**src/rtl/game_pkg.sv**
```systemverilog
// Shared timing defaults and repeat-FSM encoding for the pushbutton front end.
// Values assume a 100 MHz clk.
package game_pkg;

  localparam int CLK_HZ           = 100_000_000;
  localparam int DB_10MS          = 1_000_000;
  localparam int RPT_DELAY_500MS  = 50_000_000;
  localparam int RPT_PERIOD_100MS = 10_000_000;

  typedef enum logic [1:0] {
    IDLE = 2'd0,
    WAIT = 2'd1,
    RPT  = 2'd2
  } rpt_state_e;

  // Counter width large enough to hold the biggest of the three counts.
  function automatic int cnt_width(input int a, input int b, input int c);
    int m;
    m = a;
    if (b > m) m = b;
    if (c > m) m = c;
    return $clog2(m) + 1;
  endfunction

endpackage

```
**src/rtl/btn_channel.sv**
```systemverilog
// One pushbutton channel: 2-flop synchroniser, counter debounce, registered
// press/release pulses and an auto-repeat strobe for long holds.
//
// state | meaning
// IDLE  | no repeat activity; waiting for a press with repeat enabled
// WAIT  | held since press; counting towards the first repeat strobe
// RPT   | repeating; one strobe every REPEAT_PERIOD cycles
module btn_channel
  import game_pkg::*;
#(
  parameter int DB_CYCLES     = DB_10MS,
  parameter int REPEAT_DELAY  = RPT_DELAY_500MS,
  parameter int REPEAT_PERIOD = RPT_PERIOD_100MS
) (
  input  logic clk,
  input  logic rst,
  input  logic btn_raw,
  input  logic repeat_en,
  output logic level,
  output logic press,
  output logic release_pulse,
  output logic strobe
);

  localparam int CNT_W = cnt_width(DB_CYCLES, REPEAT_DELAY, REPEAT_PERIOD);

  localparam logic [CNT_W-1:0] CNT_ONE  = CNT_W'(1);
  localparam logic [CNT_W-1:0] DB_LAST  = CNT_W'(DB_CYCLES - 1);
  // The WAIT count starts the cycle after the press pulse, so the first
  // strobe decision lands one count earlier than REPEAT_DELAY-1.
  localparam logic [CNT_W-1:0] DLY_LAST = CNT_W'(REPEAT_DELAY - 2);
  localparam logic [CNT_W-1:0] PER_LAST = CNT_W'(REPEAT_PERIOD - 1);

  logic             sync1_q, sync1_d;
  logic             sync2_q, sync2_d;
  logic [CNT_W-1:0] db_cnt_q, db_cnt_d;
  logic             level_q, level_d;
  logic             press_q, press_d;
  logic             release_q, release_d;
  logic             strobe_q, strobe_d;
  rpt_state_e       state_q, state_d;
  logic [CNT_W-1:0] rp_cnt_q, rp_cnt_d;
  logic             rpt_fire;

  always_comb begin
    sync1_d  = btn_raw;
    sync2_d  = sync1_q;
    level_d  = level_q;
    db_cnt_d = '0;
    if (sync2_q != level_q) begin
      if (db_cnt_q == DB_LAST) begin
        level_d = sync2_q;
      end else begin
        db_cnt_d = db_cnt_q + CNT_ONE;
      end
    end
    press_d   = level_d & ~level_q;
    release_d = ~level_d & level_q;
    strobe_d  = press_d | rpt_fire;
  end

  always_ff @(posedge clk) begin
    if (rst) begin
      sync1_q   <= 1'b0;
      sync2_q   <= 1'b0;
      db_cnt_q  <= '0;
      level_q   <= 1'b0;
      press_q   <= 1'b0;
      release_q <= 1'b0;
      strobe_q  <= 1'b0;
    end else begin
      sync1_q   <= sync1_d;
      sync2_q   <= sync2_d;
      db_cnt_q  <= db_cnt_d;
      level_q   <= level_d;
      press_q   <= press_d;
      release_q <= release_d;
      strobe_q  <= strobe_d;
    end
  end

  always_ff @(posedge clk) begin
    if (rst) begin
      state_q  <= IDLE;
      rp_cnt_q <= '0;
    end else begin
      state_q  <= state_d;
      rp_cnt_q <= rp_cnt_d;
    end
  end

  always_comb begin
    state_d  = state_q;
    rp_cnt_d = rp_cnt_q;
    if (!level_q || !repeat_en) begin
      state_d  = IDLE;
      rp_cnt_d = '0;
    end else begin
      case (state_q)
        IDLE: begin
          if (press_q) begin
            state_d  = WAIT;
            rp_cnt_d = '0;
          end
        end
        WAIT: begin
          if (rp_cnt_q == DLY_LAST) begin
            state_d  = RPT;
            rp_cnt_d = '0;
          end else begin
            rp_cnt_d = rp_cnt_q + CNT_ONE;
          end
        end
        RPT: begin
          if (rp_cnt_q == PER_LAST) begin
            rp_cnt_d = '0;
          end else begin
            rp_cnt_d = rp_cnt_q + CNT_ONE;
          end
        end
        default: begin
          state_d  = IDLE;
          rp_cnt_d = '0;
        end
      endcase
    end
  end

  // Gated on the upcoming level so no repeat strobe lands on the release cycle.
  always_comb begin
    rpt_fire = 1'b0;
    if (level_q && level_d && repeat_en) begin
      if (state_q == WAIT && rp_cnt_q == DLY_LAST) begin
        rpt_fire = 1'b1;
      end else if (state_q == RPT && rp_cnt_q == PER_LAST) begin
        rpt_fire = 1'b1;
      end
    end
  end

  assign level         = level_q;
  assign press         = press_q;
  assign release_pulse = release_q;
  assign strobe        = strobe_q;

endmodule

```
**src/rtl/btn_conditioner.sv**
```systemverilog
// N-channel pushbutton front end: one independent btn_channel per button,
// all outputs registered inside the channels.
module btn_conditioner
  import game_pkg::*;
#(
  parameter int N_BTN         = 5,
  parameter int DB_CYCLES     = DB_10MS,
  parameter int REPEAT_DELAY  = RPT_DELAY_500MS,
  parameter int REPEAT_PERIOD = RPT_PERIOD_100MS
) (
  input  logic             clk,
  input  logic             rst,
  input  logic [N_BTN-1:0] btn_raw,
  input  logic [N_BTN-1:0] repeat_en,
  output logic [N_BTN-1:0] level,
  output logic [N_BTN-1:0] press,
  output logic [N_BTN-1:0] release_pulse,
  output logic [N_BTN-1:0] strobe
);

  if (DB_CYCLES < 2) begin : g_bad_db
    $error("btn_conditioner: DB_CYCLES must be >= 2");
  end
  if (REPEAT_DELAY < 2) begin : g_bad_delay
    $error("btn_conditioner: REPEAT_DELAY must be >= 2");
  end
  if (REPEAT_PERIOD < 2) begin : g_bad_period
    $error("btn_conditioner: REPEAT_PERIOD must be >= 2");
  end

  for (genvar i = 0; i < N_BTN; i++) begin : g_ch
    btn_channel #(
      .DB_CYCLES     (DB_CYCLES),
      .REPEAT_DELAY  (REPEAT_DELAY),
      .REPEAT_PERIOD (REPEAT_PERIOD)
    ) u_ch (
      .clk           (clk),
      .rst           (rst),
      .btn_raw       (btn_raw[i]),
      .repeat_en     (repeat_en[i]),
      .level         (level[i]),
      .press         (press[i]),
      .release_pulse (release_pulse[i]),
      .strobe        (strobe[i])
    );
  end

endmodule

```
**config.mk**
```make
export PLATFORM = sky130hd
export DESIGN_NAME = btn_conditioner
export DESIGN_NICKNAME = d
export VERILOG_FILES = /design/src/rtl/game_pkg.sv /design/src/rtl/btn_channel.sv /design/src/rtl/btn_conditioner.sv
export SDC_FILE = /design/constraint.sdc
export NUM_CORES = 1
export LEC_CHECK = 0
export BUFFER_PORTS_ARGS = -buffer_cell sky130_fd_sc_hd__buf_2
export CORE_ASPECT_RATIO = 1.75
export CORE_MARGIN = 3
export CORE_UTILIZATION = 52
export DETAILED_ROUTE_END_ITERATION = 12
export GPL_TIMING_DRIVEN = 0
export PLACE_DENSITY = 0.71
export SYNTH_ARGS = -nofsm -noshare
export SYNTH_HDL_FRONTEND = slang
export SYNTH_SLANG_ARGS = --single-unit
```
**constraint.sdc**
```tcl
create_clock -name clk -period 2.1 [get_ports clk]
set_input_delay 0.42 -clock clk [delete_from_list [all_inputs] [get_ports clk]]
set_output_delay 0.42 -clock clk [all_outputs]
set_load 0.01 [all_outputs]
```
==> impl_results.md, run 1 <==
- Status: finished, violations left
- Failing checks: setup timing
- CTS Buf Count: 31
- Final cycle utilization of the critical path: 109%
- Worst Path Max Fanout: 4
- DRT iter0 DRCs: 708
- Fraction of layout cells with a size suffix above 1: 23.9%
- Via density: 5.86
- P&R area growth vs syn: 25.4%
- Die area: 0.0314 mm2
- Clock Power Share: 49.5%
- Relative slew slack: 55.8%
- R2r setup slk: -0.18 ns
- Final WL: 39200 um
- Setup Skew: 0.0102 ns
- Crit path arrival time: 2.69 ns
- Cell Area, Synth: 0.0152 mm2
- Cell variety after synth: 71
- Sw Ratio: 20.4%
- Horiz. Die Dim: 135 um
- Sequential power share: 49.9%
- WL per Instance: 16.5 um
- Count of final setup violators: 67
- Maxcap violations: 0
- Crit-path cells: or4b_4 -> or4_4 -> o211ai_4 -> and2_4 -> buf_4 -> or4_1 -> a31oi_1
- PwrDens: 619 mW/mm2
- GRT overflow: 0
- Sequential fraction of the synthesis area: 40.9%
- Leak Pwr: 6.40 nW
- Die Ht: 232 um
- Pins Over Slew Limit: 0
- Switching power: 2.41 mW
- Post-layout util: 66.2%
- Internal: 9.37 mW
- Largest net degree at the start of global routing: 15
- Post-synthesis cell type with the largest combined area: dfxtp_1
- IO Port Bufs: 31
- Hold Slack: 0.0697 ns
- Setup crit start kind: register
- DRC Markers: 0
- Req. time, crit path: 2.52 ns
- Via Count: 14000
- Syn_nets: 1877
- Hold Path Class: primary input to register
- Final nets: 2029
- Htree depth: 1
- TNS Setup: -5.18 ns
- Synth cell count leaders: dfxtp_1 (310), nor2_1 (276), nand2_1 (167)
- Main area contributors after synthesis: dfxtp_1 (41%), nor2_1 (6.8%), xor2_1 (6.8%), nand3_1 (4.9%), nand2_1 (4.1%)
- Placed cell count: 2238
- FF+latch count, synth: 310
- Clk root buf: clkbuf_16
- Clk sink count: 310
- Fmax: 439 MHz
- Number of synthesized flops with an enable pin: 0
- IO Count: 32
- Count leader, synth: dfxtp_1
- Min Clock Period, post-route: 2.28 ns
- Post-Layout Cell Count: 2383
- Ant diodes: 0
- Clk_lat worst skew: 0.56 ns
- Core box area: 0.0287 mm2
- Setup ws final: -0.179 ns
- Worst slew pin tran: 0.663 ns
- Initial antenna violation count: 0
- Top FF cell, synth: dfxtp_1
- Fillers: 2296
- Worst-path clk slew: 0.07 ns
- Routed Antenna Nets: 0
- Area share of the largest cell type after synthesis: 40.9%
- CP delay by family, top: simple AND/OR/NAND/NOR gates
- CP max-delay cell: or4b_4
- Initial core utilization: 52.8%
- Pre-antenna DRT Iters: 5
- Crit. End Element: register
- Site Rows: 82
- Largest stage delay on the critical path: 0.57 ns
- Synth Area per Inst: 8.30 um2
- Final Hold Fails: 0
- First-pass GRT wire length: 61900 um
- Async SR Flop Fraction: 0%
- RSZ-0062 raised after global routing: yes
- Pwr Total: 11.8 mW
- Vias in the first global route: 13400
- CTS Buffer Depth: 3
- Combinational share of power: 0.7%
- Hpwl dp: 25100 um
- GPL Wtd Cong: 0.918
- Setup CP Type: register to register
- Buffers and inverters on the worst path: 1
- GRT Total Usage: 23.1%
- Worst vdd ir: 0.600 mV
- CTS tree: yes
- Post-Syn Instances: 1829
- Ys Warns: 0
per-layer routing:
layer  GRT usage, %  part of all wire [%]  vias to the layer above
li1               -                     -                     6740
met1           23.8                    38                     6619
met2           45.4                    54                      442
met3           2.52                   4.0                      159
met4           10.9                   4.9                        0
met5              0                     0                        -
power by group through the flow:
stage               Clock (mW)  Sequential, mW  Combinational (mW)
floorplan                    0            6.03              0.0419
global placement             0            6.03              0.0726
detailed placement           0            6.03              0.0733
CTS                       5.95            5.89              0.0771
global route              6.21            5.87              0.0858
finish                    5.82            5.88              0.0777
logic make-up (layout without fill, tap and decap cells):
group / count (synthesis) / after routing / share of synthesized area, %
simple gates: 978 / 978 / 33.4
xor+xnor: 173 / 173 / 9.98
buf+inv: 130 / 304 / 4.00
mux: 15 / 15 / 0.989
compound gates: 187 / 189 / 7.76
fa+ha+maj: 36 / 36 / 2.97
flops: 310 / 310 / 40.9
flip-flops by register name (all words and copies together) (netlist names):
name,count
g_ch.u_ch.sync1_q,5
g_ch.u_ch.state_q,10
g_ch.u_ch.strobe,5
g_ch.u_ch.db_cnt_q,135
g_ch.u_ch.rp_cnt_q,135
g_ch.u_ch.sync2_q,5
g_ch.u_ch.press,5
g_ch.u_ch.level,5
g_ch.u_ch.release_pulse,5
path summary, 6_finish.rpt:
check                                          from                                      to  depth (start not counted)
max          g_ch[2].u_ch.rp_cnt_q[21]$_SDFFE_PP0P_  g_ch[2].u_ch.rp_cnt_q[21]$_SDFFE_PP0P_                          7
min                                      btn_raw[4]         g_ch[4].u_ch.sync1_q$_SDFF_PP0_                          2
max reg2reg  g_ch[2].u_ch.rp_cnt_q[21]$_SDFFE_PP0P_  g_ch[2].u_ch.rp_cnt_q[21]$_SDFFE_PP0P_                          7
min reg2reg     g_ch[4].u_ch.db_cnt_q[0]$_SDFF_PP0_     g_ch[4].u_ch.db_cnt_q[0]$_SDFF_PP0_                          1
through the flow:
step                      setup WS, ns  cell area (um2)
final                           -0.179            19000
after global placement          -0.673            15800
after CTS                       -0.115            18000
after detailed placement        -0.645            15800
after global routing            -0.269            19000
after floorplan                -0.0553            15200
what timing repair did:
action | 4_1_cts | 5_1_grt
cloned | 6 | 2
pin swaps | 69 | 78
resized for setup | 165 | 222
hold buffers | 0 | 0
setup buffers | 56 | 36
endpoints found under the setup margin | 259 | 248
layout by cell type, fill, tap and decap left out, types with 33 or more instances in the layout:
cell type,Yosys,layout
inv_1,52,48
a21oi_1,53,43
xnor2_1,56,56
buf_4,22,110
nand4_1,84,84
dfxtp_2,0,46
dfxtp_1,310,246
xor2_1,117,117
buf_2,8,33
nand2_1,167,159
nor2_1,276,253
nand3_1,150,134
and3_1,56,48
layout make-up:
class	instances	area [um2]	area share, %
clock inverters	16	195	1.03
inverters	52	203	1.07
plain buffers	66	453	2.38
clock buffers	41	893	4.69
multi-input cells	1391	9500	49.9
flip-flops and latches	310	6330	33.3
well taps	378	473	2.49
repair buffers	129	980	5.15
Note: power is estimated with default switching activity, not from simulation.
==> run 2: changes to the inputs <==
--- a/config.mk
+++ b/config.mk
@@ -10,8 +10,10 @@
 export CORE_MARGIN = 3
 export CORE_UTILIZATION = 52
 export DETAILED_ROUTE_END_ITERATION = 12
+export GPL_ROUTABILITY_DRIVEN = 0
 export GPL_TIMING_DRIVEN = 0
 export PLACE_DENSITY = 0.71
+export RECOVER_POWER = 50
 export SYNTH_ARGS = -nofsm -noshare
 export SYNTH_HDL_FRONTEND = slang
 export SYNTH_SLANG_ARGS = --single-unit
==> run 2 against run 1 <==
Compared with the run above:
- the flow still finishes with violations (setup timing)
- clock power about the same
- cell count unchanged
- first-iteration DRC count up 0.85%
- critical endpoint unchanged
==> impl_results.md, run 2 (synthesis gave the netlist of run 1 again) <==
- Status: finished, violations left
- Failing checks: setup timing
- Worst vdd ir: 0.594 mV
- Hold path depth: 2
- Core box area: 0.0287 mm2
- Vias in the first global route: 13400
- Clk sink count: 310
- Clk_lat worst skew: 0.56 ns
- Final instance area: 0.0189 mm2
- Setup CP Type: register to register
- Horiz. Die Dim: 135 um
- Clk root buf: clkbuf_16
- Post-layout util: 65.8%
- Highest-count cells in the layout ignoring fill and taps: nor2_1 (254), dfxtp_1 (247), nand2_1 (162)
- Relative slew slack: 55.1%
- Req. time, crit path: 2.51 ns
- Commonest non-fill, non-tap cell in the layout: nor2_1
- Grt met3 use: 2.52%
- Min Clock Period, post-route: 2.28 ns
- Pre-CTS WS: -0.645 ns
- Met2 usage: 45.4%
- Maxcap violations: 0
- IO Count: 32
- Setup ws final: -0.185 ns
- Final Hold Fails: 0
- Switching power: 2.41 mW
- Largest registers: g_ch.u_ch.db_cnt_q (135), g_ch.u_ch.rp_cnt_q (135), g_ch.u_ch.state_q (10)
- Reg2reg path depth: 7
- PwrDens: 623 mW/mm2
- Pins Over Slew Limit: 0
- CTS tree: yes
- Htree depth: 1
- First-pass GRT wire length: 61900 um
- Hpwl dp: 25100 um
- Sequential power share: 49.9%
- R2r setup slk: -0.18 ns
- Final WL: 39200 um
- Area after DPL: 0.0158 mm2
- Worst slew pin tran: 0.674 ns
- CTS Buf Count: 31
- Hold Path Class: primary input to register
- Combinational share of power: 0.6%
- Largest net degree at the start of global routing: 15
- Final cycle utilization of the critical path: 109%
- Min-delay src: btn_raw[4]
- Routed Antenna Nets: 0
- RSZ-0062 raised after global routing: yes
- Setup crit start kind: register
- Hold Slack: 0.0696 ns
- Setup Skew: 0.00896 ns
- IO Port Bufs: 31
- Count of final setup violators: 113
- WL per Instance: 16.4 um
- Internal: 9.37 mW
- Die area: 0.0314 mm2
- Clock Power Share: 49.5%
- Fraction of layout cells with a size suffix above 1: 22.3%
- Reg2reg end: g_ch[2].u_ch.rp_cnt_q[21]$_SDFFE_PP0P_
- Pwr Total: 11.8 mW
- GRT overflow: 0
- P&R area growth vs syn: 24.6%
- Initial core utilization: 52.8%
- DRC Markers: 0
- DRT iter0 DRCs: 714
- Busiest metal layer after global routing: met2
- Worst-path clk slew: 0.07 ns
- Via density: 5.84
- Crit path arrival time: 2.70 ns
- GRT Total Usage: 23.1%
- Initial antenna violation count: 0
- Worst Path Max Fanout: 4
- Via Count: 13900
- Worst R2R Start: g_ch[2].u_ch.rp_cnt_q[21]$_SDFFE_PP0P_
- Site Rows: 82
- WHS Endpoint: g_ch[4].u_ch.sync1_q$_SDFF_PP0_
- M1 GR Usage: 23.8%
- Die Ht: 232 um
- Pre-antenna DRT Iters: 6
- CTS Buffer Depth: 3
- Crit. End Element: register
- Sw Ratio: 20.5%
- Leak Pwr: 6.29 nW
- Fmax: 438 MHz
- Ant diodes: 0
- Final nets: 2029
==> run 2: cell count changes in the layout (fill, tap and decap cells not counted), moves of 2 or more <==
cell and delta:
nand2_1 +3, clkbuf_1 +17, nor3_1 +2, nand2_2 -2, clkbuf_2 +2, o21ai_4 -2, buf_4 -13, buf_2 -14
nand3_2 -3, clkbuf_4 +9, nand3_1 +3
==> run 2: routing by layer <==
metal  routed length [um]  vias up
li1                     -     6745
met5                    0        -
met1                14700     6606
met4                 1970        0
met3                 1450      161
met2                21000      400
==> run 2: worst max-delay path, cell delays in order, from the launching register on <==
cell	delay, ns
dfxtp_2	0.33
or4b_4	0.57
or4_4	0.48
o211ai_4	0.26
and2_4	0.21
buf_4	0.11
or4_1	0.11
a31oi_1	0.08
==> run 2: power by group through the flow <==
stage          clock network [mW]  registers [mW]  logic (mW)
3_5_place_dp                    0            6.03      0.0733
2_1_floorplan                   0            6.03      0.0419
6_report                     5.83            5.88      0.0764
3_3_place_gp                    0            6.03      0.0726
4_1_cts                      5.95            5.89      0.0771
5_1_grt                      6.21            5.87      0.0845
==> run 2: stage by stage <==
stage,std cells,setup TNS (ns)
after floorplan,1829,-0.0553
after global placement,2238,-95.40
after detailed placement,2238,-100.49
after CTS,2348,-2.11
after global routing,2383,-29.84
final,2383,-7.62
==> run 2: cell type report <==
cell class	instances	area, um2
fill	2332	9820
multi-input combinational	1391	9410
sequential	310	6330
timing repair buffer	129	952
clock buffer	41	893
tap	378	473
buffer	66	450
inverter	52	203
clock inverter	16	195
==> run 2: how the worst max path moves through the flow <==
stage	startpoint	end	slack [ns]	depth (start not counted)
2_1_floorplan	g_ch[4].u_ch.rp_cnt_q[0]$_SDFFE_PP0P_	g_ch[4].u_ch.rp_cnt_q[23]$_SDFFE_PP0P_	-0.06	8
3_3_place_gp	rst	g_ch[3].u_ch.rp_cnt_q[22]$_SDFFE_PP0P_	-0.67	8
3_5_place_dp	rst	g_ch[3].u_ch.rp_cnt_q[14]$_SDFFE_PP0P_	-0.65	8
4_1_cts	g_ch[2].u_ch.rp_cnt_q[22]$_SDFFE_PP0P_	g_ch[2].u_ch.rp_cnt_q[5]$_SDFFE_PP0P_	-0.12	7
5_1_grt	g_ch[2].u_ch.state_q[1]$_SDFFE_PP0P_	g_ch[2].u_ch.rp_cnt_q[15]$_SDFFE_PP0P_	-0.27	8
6_report	g_ch[2].u_ch.rp_cnt_q[21]$_SDFFE_PP0P_	g_ch[2].u_ch.rp_cnt_q[21]$_SDFFE_PP0P_	-0.18	7
==> run 2: what timing repair did <==
action	in CTS	in global routing
cloned	6	2
setup endpoints to repair	259	248
hold buffers	0	0
buffers inserted	56	36
pin swaps	69	78
resized for setup	165	222
==> run 3: changes to the inputs <==
--- a/config.mk
+++ b/config.mk
@@ -5,6 +5,7 @@
 export SDC_FILE = /design/constraint.sdc
 export NUM_CORES = 1
 export LEC_CHECK = 0
+export ABC_AREA = 1
 export BUFFER_PORTS_ARGS = -buffer_cell sky130_fd_sc_hd__buf_2
 export CORE_ASPECT_RATIO = 1.75
 export CORE_MARGIN = 3
==> run 3 against run 2 <==
Compared with the run above:
- the flow now finishes without violations
- maximum frequency is 17% higher
- sequential cell count did not move
- cell area is 4.3% higher
- die area is 18% higher
- clock-buffer cell count increased by 3
- clock skew is essentially flat
- first-iteration DRC count up 53%
- cell count up 43%
==> impl_results.md, run 3 <==
- Req. time, crit path: 2.57 ns
- Largest net degree at the start of global routing: 16
- Main area contributors after synthesis: dfxtp_1 (34%), nand2_1 (16%), nor2_1 (10%), inv_1 (8.0%), nand3_1 (6.3%)
- Die area: 0.0370 mm2
- Hold Path Class: primary input to register
- GRT Total Usage: 24.0%
- Vias in the first global route: 17300
- Ant diodes: 0
- Htree depth: 1
- Highest-count cells in the layout ignoring fill and taps: nand2_1 (772), nor2_1 (499), inv_1 (382)
- CTS Buf Count: 31
- Initial core utilization: 53.1%
- Sequential power share: 51.6%
- RSZ-0062 raised after global routing: no
- First-pass GRT wire length: 75800 um
- Maxcap violations: 0
- FF+latch count, synth: 310
- Min Clock Period, post-route: 1.95 ns
- Fmax: 513 MHz
- CTS Buffer Depth: 3
- Top FF cell, synth: dfxtp_1
- Switching power: 2.45 mW
- Status: finished clean
- Cell variety after synth: 43
- Via Count: 17900
- Worst Path Max Fanout: 10
- IO Count: 32
- Post-synthesis cell type with the largest combined area: dfxtp_1
- Final nets: 2978
- Clock Power Share: 47.6%
- Cell Area, Synth: 0.0180 mm2
- Internal: 8.97 mW
- Clk_lat worst skew: 0.58 ns
- Clk root buf: clkbuf_16
- Synth cell count leaders: nand2_1 (765), nor2_1 (497), inv_1 (382)
- DRC Markers: 0
- Combinational share of power: 0.7%
- Pins Over Slew Limit: 0
- Worst vdd ir: 0.685 mV
- Initial antenna violation count: 0
- Placed cell count: 3352
- Met2 usage: 48.0%
- WL per Instance: 13.4 um
- Final instance area: 0.0197 mm2
- Post-Syn Instances: 2867
- Final Hold Fails: 0
- Worst-path clk slew: 0.06 ns
- Commonest non-fill, non-tap cell in the layout: nand2_1
- R2r setup slk: 0.15 ns
- PwrDens: 579 mW/mm2
- Final cycle utilization of the critical path: 92.8%
- Site Rows: 89
- Pre-antenna DRT Iters: 6
- Ys Warns: 0
- Count of final setup violators: 0
- Adder-cell share of the synthesized area: 2.50%
- Leak Pwr: 6.82 nW
- Final WL: 45700 um
- IO Port Bufs: 30
- CTS tree: yes
- Post-layout util: 58.1%
- Largest registers: g_ch.u_ch.db_cnt_q (135), g_ch.u_ch.rp_cnt_q (135), g_ch.u_ch.state_q (10)
- Setup Skew: 0.00921 ns
- Grt met3 use: 2.67%
- Clk sink count: 310
- Post-synthesis simple-gate area fraction: 43.8%
- Count leader, synth: nand2_1
- Crit. End Element: register
- Hold Slack: 0.0433 ns
- Die Ht: 252 um
- Number of synthesized flops with an enable pin: 0
- Post-Synth XOR/XNOR Area: 3.11%
- Synth Area per Inst: 6.29 um2
- Horiz. Die Dim: 147 um
- Busiest metal layer after global routing: met2
- M1 GR Usage: 23.2%
- Compound-Gate Fraction of Synth Area: 5.89%
- Hpwl dp: 35700 um
- Setup ws final: 0.151 ns
- Crit path arrival time: 2.42 ns
- Routed Antenna Nets: 0
- Combinational family with the most area after synthesis: simple AND/OR/NAND/NOR gates
- Via density: 5.24
- Pre-CTS WS: -0.0760 ns
- DRT iter0 DRCs: 1092
- Sequential fraction of the synthesis area: 34.4%
- Sw Ratio: 21.5%
- Setup CP Type: register to register
- Post-Layout Cell Count: 3408
- Setup crit start kind: register
- Fraction of layout cells with a size suffix above 1: 6.37%
- GRT overflow: 0
- Area after DPL: 0.0187 mm2
- P&R area growth vs syn: 9.39%
- Worst slew pin tran: 0.708 ns
- Syn_nets: 2915
- Area share of the largest cell type after synthesis: 34.4%
- Core box area: 0.0340 mm2
- Post-synthesis mux area share: 0%
- Async SR Flop Fraction: 0%
- Relative slew slack: 52.8%
## run 3: cell types whose count changed after synthesis, moves of 69 or more
cell     before  now
a21oi_1      53  130
nor2_1      276  497
nand2_1     167  765
inv_1        52  382
nand3_1     150  226
nor3_1       30   99
## run 3: final timing paths
kind | to | startpoint | cells past startpoint
setup / recovery | g_ch[0].u_ch.rp_cnt_q[13]$_SDFFE_PP0P_ | g_ch[0].u_ch.rp_cnt_q[19]$_SDFFE_PP0P_ | 12
setup reg to reg | g_ch[0].u_ch.rp_cnt_q[13]$_SDFFE_PP0P_ | g_ch[0].u_ch.rp_cnt_q[19]$_SDFFE_PP0P_ | 12
hold reg to reg | g_ch[0].u_ch.sync2_q$_SDFF_PP0_ | g_ch[0].u_ch.sync1_q$_SDFF_PP0_ | 2
hold / removal | g_ch[4].u_ch.sync1_q$_SDFF_PP0_ | btn_raw[4] | 3
## run 3: timing repair
| action | CTS | global route |
|---|---|---|
| endpoints found under the setup margin | 0 | 91 |
| hold endpoints to repair | 0 | 0 |
| resized for setup | 0 | 14 |
| hold buffers | 0 | 0 |
| buffers inserted | 0 | 0 |
## run 3: metrics by stage
| step | setup TNS (ns) | power, mW |
|---|---|---|
| finish | 0 | 11.4 |
| global route | 0 | 11.8 |
| CTS | 0 | 11.6 |
| detailed placement | -0.888 | 6.11 |
| global placement | -0.183 | 6.11 |
| floorplan | 0 | 6.07 |
## run 3: area by class of cell
class                           count  area, um2
Clock buffer                       44        885
Sequential cell                   310       6210
Buffer                             62        392
Tap cell                          455        569
Inverter                          388       1460
Clock inverter                     12        109
Timing Repair Buffer               30        135
Multi-Input combinational cell   2107       9960
Fill cell                        3303      14200
## run 3: kinds of logic after synthesis
logic type	Yosys count
simple gates	1807
xor+xnor	64
compound gates	200
fa+ha+maj	36
buf+inv	450
flops	310
## run 3: per-layer routing
| metal | share of wire [%] | vias up |
|---|---|---|
| met5 | 0 | - |
| met4 | 5.8 | 0 |
| met3 | 3.2 | 192 |
| met2 | 54 | 424 |
| met1 | 37 | 8060 |
| li1 | - | 9190 |
## run 3: worst max-delay path, cell delays in order (launching register included)
cell and delay, ns:
dfxtp_1 0.47, nand2_1 0.09, nor2_1 0.12, nand2_1 0.08, nor2_1 0.20, nand2_1 0.10
nand2_2 0.09, nand2_1 0.08, nand2_1 0.11, nand2_2 0.05, nand2_1 0.21, buf_6 0.18
nor2_1 0.04
## run 3: power by group through the flow
| stage | clock [mW] | sequential (mW) | combinational (mW) |
|---|---|---|---|
| final | 5.44 | 5.90 | 0.0812 |
| after global routing | 5.83 | 5.90 | 0.0911 |
| after CTS | 5.60 | 5.90 | 0.0836 |
| after detailed placement | 0 | 6.03 | 0.0833 |
| after global placement | 0 | 6.03 | 0.0821 |
| after floorplan | 0 | 6.03 | 0.0465 |
